`src/rtl/clk_div_prog.sv`:
```
// rtl/clk_div_prog.sv - programmable clock divider with shadowed ratio/mode and glitch-free updates
`ifndef DATA_WIDTH
`define DATA_WIDTH 8
`endif

module clk_div_prog #(
   parameter int WIDTH = `DATA_WIDTH
) (
   input  logic             clk,
   input  logic             reset,
   input  logic             en,
   input  logic             load,
   input  logic [WIDTH-1:0] div_ratio,
   input  logic             mode,
   output logic             clk_out,
   output logic             tick,
   output logic [WIDTH-1:0] cnt,
   output logic             pending
);

   // Active ratio/mode drive the counter; shadow copies wait for the next wrap.
   logic [WIDTH-1:0] na_q, na_d;
   logic [WIDTH-1:0] ns_q, ns_d;
   logic             ma_q, ma_d;
   logic             ms_q, ms_d;
   logic [WIDTH-1:0] cnt_q, cnt_d;
   logic             clk_out_q, clk_out_d;
   logic             tick_q, tick_d;
   logic             pending_q, pending_d;

   logic             running;
   logic             wrap;
   logic [WIDTH-1:0] high_len;

   assign running = (na_q != '0);
   assign wrap    = en && running && (cnt_q == na_q - WIDTH'(1));

   // Next-state: ratio changes only take effect at a period boundary, or at once when stopped.
   always_comb begin
      na_d      = na_q;
      ns_d      = ns_q;
      ma_d      = ma_q;
      ms_d      = ms_q;
      cnt_d     = cnt_q;
      pending_d = pending_q;

      if (!running) begin
         // Stopped: nothing in progress to protect, so a load applies immediately even with en low.
         cnt_d = '0;
         if (load) begin
            na_d      = div_ratio;
            ma_d      = mode;
            ns_d      = div_ratio;
            ms_d      = mode;
            pending_d = 1'b0;
         end
      end else if (wrap) begin
         // Period boundary: a coincident load beats an older pending shadow.
         cnt_d     = '0;
         pending_d = 1'b0;
         if (load) begin
            na_d = div_ratio;
            ma_d = mode;
            ns_d = div_ratio;
            ms_d = mode;
         end else if (pending_q) begin
            na_d = ns_q;
            ma_d = ms_q;
         end
      end else begin
         if (en) begin
            cnt_d = cnt_q + WIDTH'(1);
         end
         if (load) begin
            ns_d      = div_ratio;
            ms_d      = mode;
            pending_d = 1'b1;
         end
      end
   end

   // High phase is ceil(N/2) in square mode, a single cycle in pulse mode.
   always_comb begin
      high_len = ma_d ? WIDTH'(1) : ((na_d >> 1) + WIDTH'(na_d[0]));
      clk_out_d = (na_d != '0) && (cnt_d < high_len);
      tick_d    = (na_d != '0) && (cnt_d == '0);
   end

   // State and output registers; reset overrides load and en.
   always_ff @(posedge clk) begin
      if (!reset) begin
         na_q      <= '0;
         ns_q      <= '0;
         ma_q      <= 1'b0;
         ms_q      <= 1'b0;
         cnt_q     <= '0;
         clk_out_q <= 1'b0;
         tick_q    <= 1'b0;
         pending_q <= 1'b0;
      end else begin
         na_q      <= na_d;
         ns_q      <= ns_d;
         ma_q      <= ma_d;
         ms_q      <= ms_d;
         cnt_q     <= cnt_d;
         clk_out_q <= clk_out_d;
         tick_q    <= tick_d;
         pending_q <= pending_d;
      end
   end

   assign clk_out = clk_out_q;
   assign tick    = tick_q;
   assign cnt     = cnt_q;
   assign pending = pending_q;

endmodule

```
`config.mk`:
```
export PLATFORM = sky130hd
export DESIGN_NAME = clk_div_prog
export DESIGN_NICKNAME = d
export VERILOG_FILES = /design/src/rtl/clk_div_prog.sv
export SDC_FILE = /design/constraint.sdc
export NUM_CORES = 1
export LEC_CHECK = 0
export CORE_MARGIN = 8
export CORE_UTILIZATION = 55
export CTS_CLUSTER_DIAMETER = 120
export DETAILED_ROUTE_END_ITERATION = 8
export DONT_BUFFER_PORTS = 1
export PLACE_DENSITY_LB_ADDON = 0.15
export SETUP_SLACK_MARGIN = 0.3
export SLEW_MARGIN = 15
export SYNTH_ARGS = -nofsm -noshare
export SYNTH_HDL_FRONTEND = slang
export SYNTH_SLANG_ARGS = --single-unit
```
`constraint.sdc`:
```
create_clock -name clk -period 4.4 [get_ports clk]
set_input_delay 0.22 -clock clk [delete_from_list [all_inputs] [get_ports clk]]
set_output_delay 0.22 -clock clk [all_outputs]
set_load 0.02 [all_outputs]
```
==> impl_metrics.yaml <==
yosys:
  synth_edf_count: 0
  async_flop_share_pct: 0
  ys_seq_area_share_pct: 27.0
  syn-num-nets: 286
  ys_ff_latch: 29
  netlist_area_mm2: 0.00215
  avgSynthCellArea_um2: 8.20
  syn-instance-count: 262
  ys.flop_type: "dfxtp_1"
  yosys_warnings: 0
  yosys.cell_types.count: 55
finish:
  diodes: 0
  areaGrowthSynthToFinish_pct: 13.6
  drive_above_1_share_pct: 18.8
  n_fill_cell: 330
  stdcell_count: 320
  nets: 295
placement:
  dpl.hpwl_um: 4230
  dp.cells: 309
  place_congestion: 0.921
  portBuffers: 0
floorplan:
  die_area_mm2: 0.00616
  num_io_pins: 24
  die_w_um: 78.5
  initial_core_util_pct: 57.8
  rows: 22
  core-area_mm2: 0.00372
  die-height_um: 78.5
route:
  drc: 0
  wl_per_cell_um: 17.7
  drt_iter0_drc: 120
  ant_nets: 0
  post_drt_via_cell_ratio: 6.22
  routed_wl_um: 5680
  first_pass_iters: 4
  num_vias: 1989
worst_setup_path:
  rr_worst_depth: 16
  r2r-end: "clk_out"
  critical_path_class: "reg -> reg"
  cp-start-kind: "register"
  r2r-start: "na_q[3]"
  end_kind: "register"
  path_max_fanout: 8
  rrSetupSlack_ns: 0.48
  cpPeakStageDelay_ns: 0.58
  cp_cell_sequence: "or4_4 -> or4b_4 -> nand2_4 -> nand2_1 -> o2bb2ai_1 -> o31ai_2 -> ha_2 -> nand2_1 -> nor4b_2 -> mux2i_1 -> ha_1 -> nor2b_1 -> o21ai_0 -> nand2b_1 -> a221oi_2 -> and3_1"
  cp.required_ns: 4.62
  crit_path_top_delay_cell: "or4_4"
  worstPathArrival_ns: 4.14
  critPathCapture: "clk_out"
  cp-startpoint: "na_q[3]"
  crit_top_cell: "nand2_1"
clocking:
  cts_buffer_depth: 2
  clkTransAtPathRegs_ns: 0.07
  clock_sinks: 29
  cts_tree: "done"
  cts_root_buf: "clkbuf_8"
  clkLatencyLatePin_ns: 0.28
  cts-hold-fix-buffers: 0
  cts_buffers: 5
  htreeDepth: 2
global_route:
  grt_pass1_vias: 1828
  gr-total-overflow: 0
  antenna_found_initial: 0
  grt_max_degree: 24
  grt_pass1_wl_um: 8940
  track_usage_pct: 18.0
run:
  maxCapViolCount: 0
pwr:
  p_int_mw: 0.903
  p_switching_mw: 0.799
  power.total_mw: 1.70
  power_frac_clock_pct: 14.5
  switching_share_pct: 46.9
  p_leak_nw: 1.02
  vdd_drop_max_v: 0.000350
  pwr-share-comb_pct: 63.0
  power_density_mw_per_mm2: 697
  seqPwrFrac_pct: 22.5
timing:
  maxClockFrequency_mhz: 255
  finalMaxSlewViolations: 0
  hold_viol: 0
  fin_skew_ns: 0.00809
  holdWs_ns: 0.0536
  finalCritPeriodShare_pct: 89.1
  finalSetupViolations: 0
  finalSetupTns_ns: 0
  fin_crit_ns: 3.92
  relSlewSlack_pct: 49.3
  rsz0062_at_grt: "false"
  worstMarginPinSlew_ns: 0.760
min_path:
  hp-class: "in -> reg"
outcome:
  status: "finished clean"
[placed cells by master, fill, tap and decap left out, types with 2 or more instances in the layout]
cell,count
mux2i_1,16
o21ai_0,7
xor2_1,15
ha_1,9
nor4_1,2
a31oi_1,5
nor2b_1,2
nor3_1,10
and3_1,6
xnor2_1,4
nor2_1,36
nand3_1,9
nor4b_1,2
mux2_2,3
nand2_2,2
nand4_1,7
o2bb2ai_1,2
inv_1,6
dfxtp_1,28
nor4b_2,4
buf_4,17
nand2_1,20
clkbuf_8,7
and2_1,6
a21oi_1,6
ha_2,2
a211oi_1,6
[stage by stage]
step	area [µm²]	worst slack, ns	utilization (%)
after global routing	2440	0.280	65.7
final	2440	0.480	65.7
after detailed placement	2250	0.305	60.5
after global placement	2250	0.383	60.5
after floorplan	2150	0.343	-
after CTS	2360	0.301	63.4
[timing repair]
item / CTS / global route
endpoints found under the setup margin: 1 / 1
setup buffers: 0 / 3
gates resized for setup: 1 / 13
pin swaps: 0 / 3
[flip-flops by register name, indices dropped and copies added (netlist names)]
signal,flops
cnt,8
na_q,8
ns_q,8
clk_out,1
ma_q,1
ms_q,1
pending,1
tick,1
[power by group through the flow]
stage / logic, mW / registers, mW / clock network, mW
after floorplan: 0.780 / 0.371 / 0
after global placement: 0.990 / 0.385 / 0
after detailed placement: 0.999 / 0.387 / 0
after CTS: 1.01 / 0.380 / 0.249
after global routing: 1.18 / 0.390 / 0.258
final: 1.07 / 0.384 / 0.246
[final cells by class]
type	instances	area [µm²]	share of cell area, %
Timing Repair Buffer	17	128	5.23
Multi-Input combinational cell	212	1550	63.4
Inverter	6	22.5	0.923
Clock inverter	1	5.00	0.205
Tap cell	48	60.1	2.46
Sequential cell	29	582	23.8
Clock buffer	7	96.3	3.95
[cell families (layout without fill, tap and decap cells)]
group                      after synthesis  in the layout  synth area share, %
adders and majority gates               11             11                 6.40
DFF                                     29             29                 27.0
muxes                                   22             22                 10.7
xor gates and xnor gates                19             19                 7.74
and+or+nand+nor                        117            117                 28.5
AOI/OAI and AO/OA                       43             43                 15.4
buffers and inverters                   21             31                 4.31
[worst min path at each step]
stage,start,to,cells after the start
after floorplan,reset,na_q[3],1
after global placement,load,pending,1
after detailed placement,load,pending,1
after CTS,load,pending,1
after global routing,load,pending,1
final,load,pending,1
[per-layer routing]
metal | wire length, µm | share of wire, % | GRT usage (%) | up-vias
li1 | - | - | - | 972
met1 | 2640 | 47 | 24.2 | 954
met2 | 2620 | 46 | 27.4 | 58
met3 | 353 | 6.2 | 4.44 | 5
met4 | 55 | 0.97 | 5.37 | 0
met5 | 0 | 0 | 0 | -
[worst max-delay path, delay by kind of cell, from the launching register on]
family	cells	cell delay, ns
AND/OR/NAND/NOR	9	2.01
AO/OA/AOI/OAI	4	0.74
adder cells (fa/ha/maj)	2	0.50
flip-flops	1	0.39
multiplexers	1	0.22
[synthesized netlist by cell type (6+ instances only)]
cell type,number,area (µm²)
a211oi_1,6,45.0
nand3_1,9,45.0
dfxtp_1,29,581
nor3_1,11,55.1
a21oi_1,6,30.0
o21ai_0,7,35.0
clkbuf_1,11,41.3
and3_1,6,37.5
and2_1,7,43.8
inv_1,6,22.5
nand2_1,21,78.8
nand4_1,7,43.8
ha_1,11,138
xor2_1,15,131
nor2_1,36,135
mux2i_1,17,170
No activity file was read; power rests on OpenSTA's default activity.
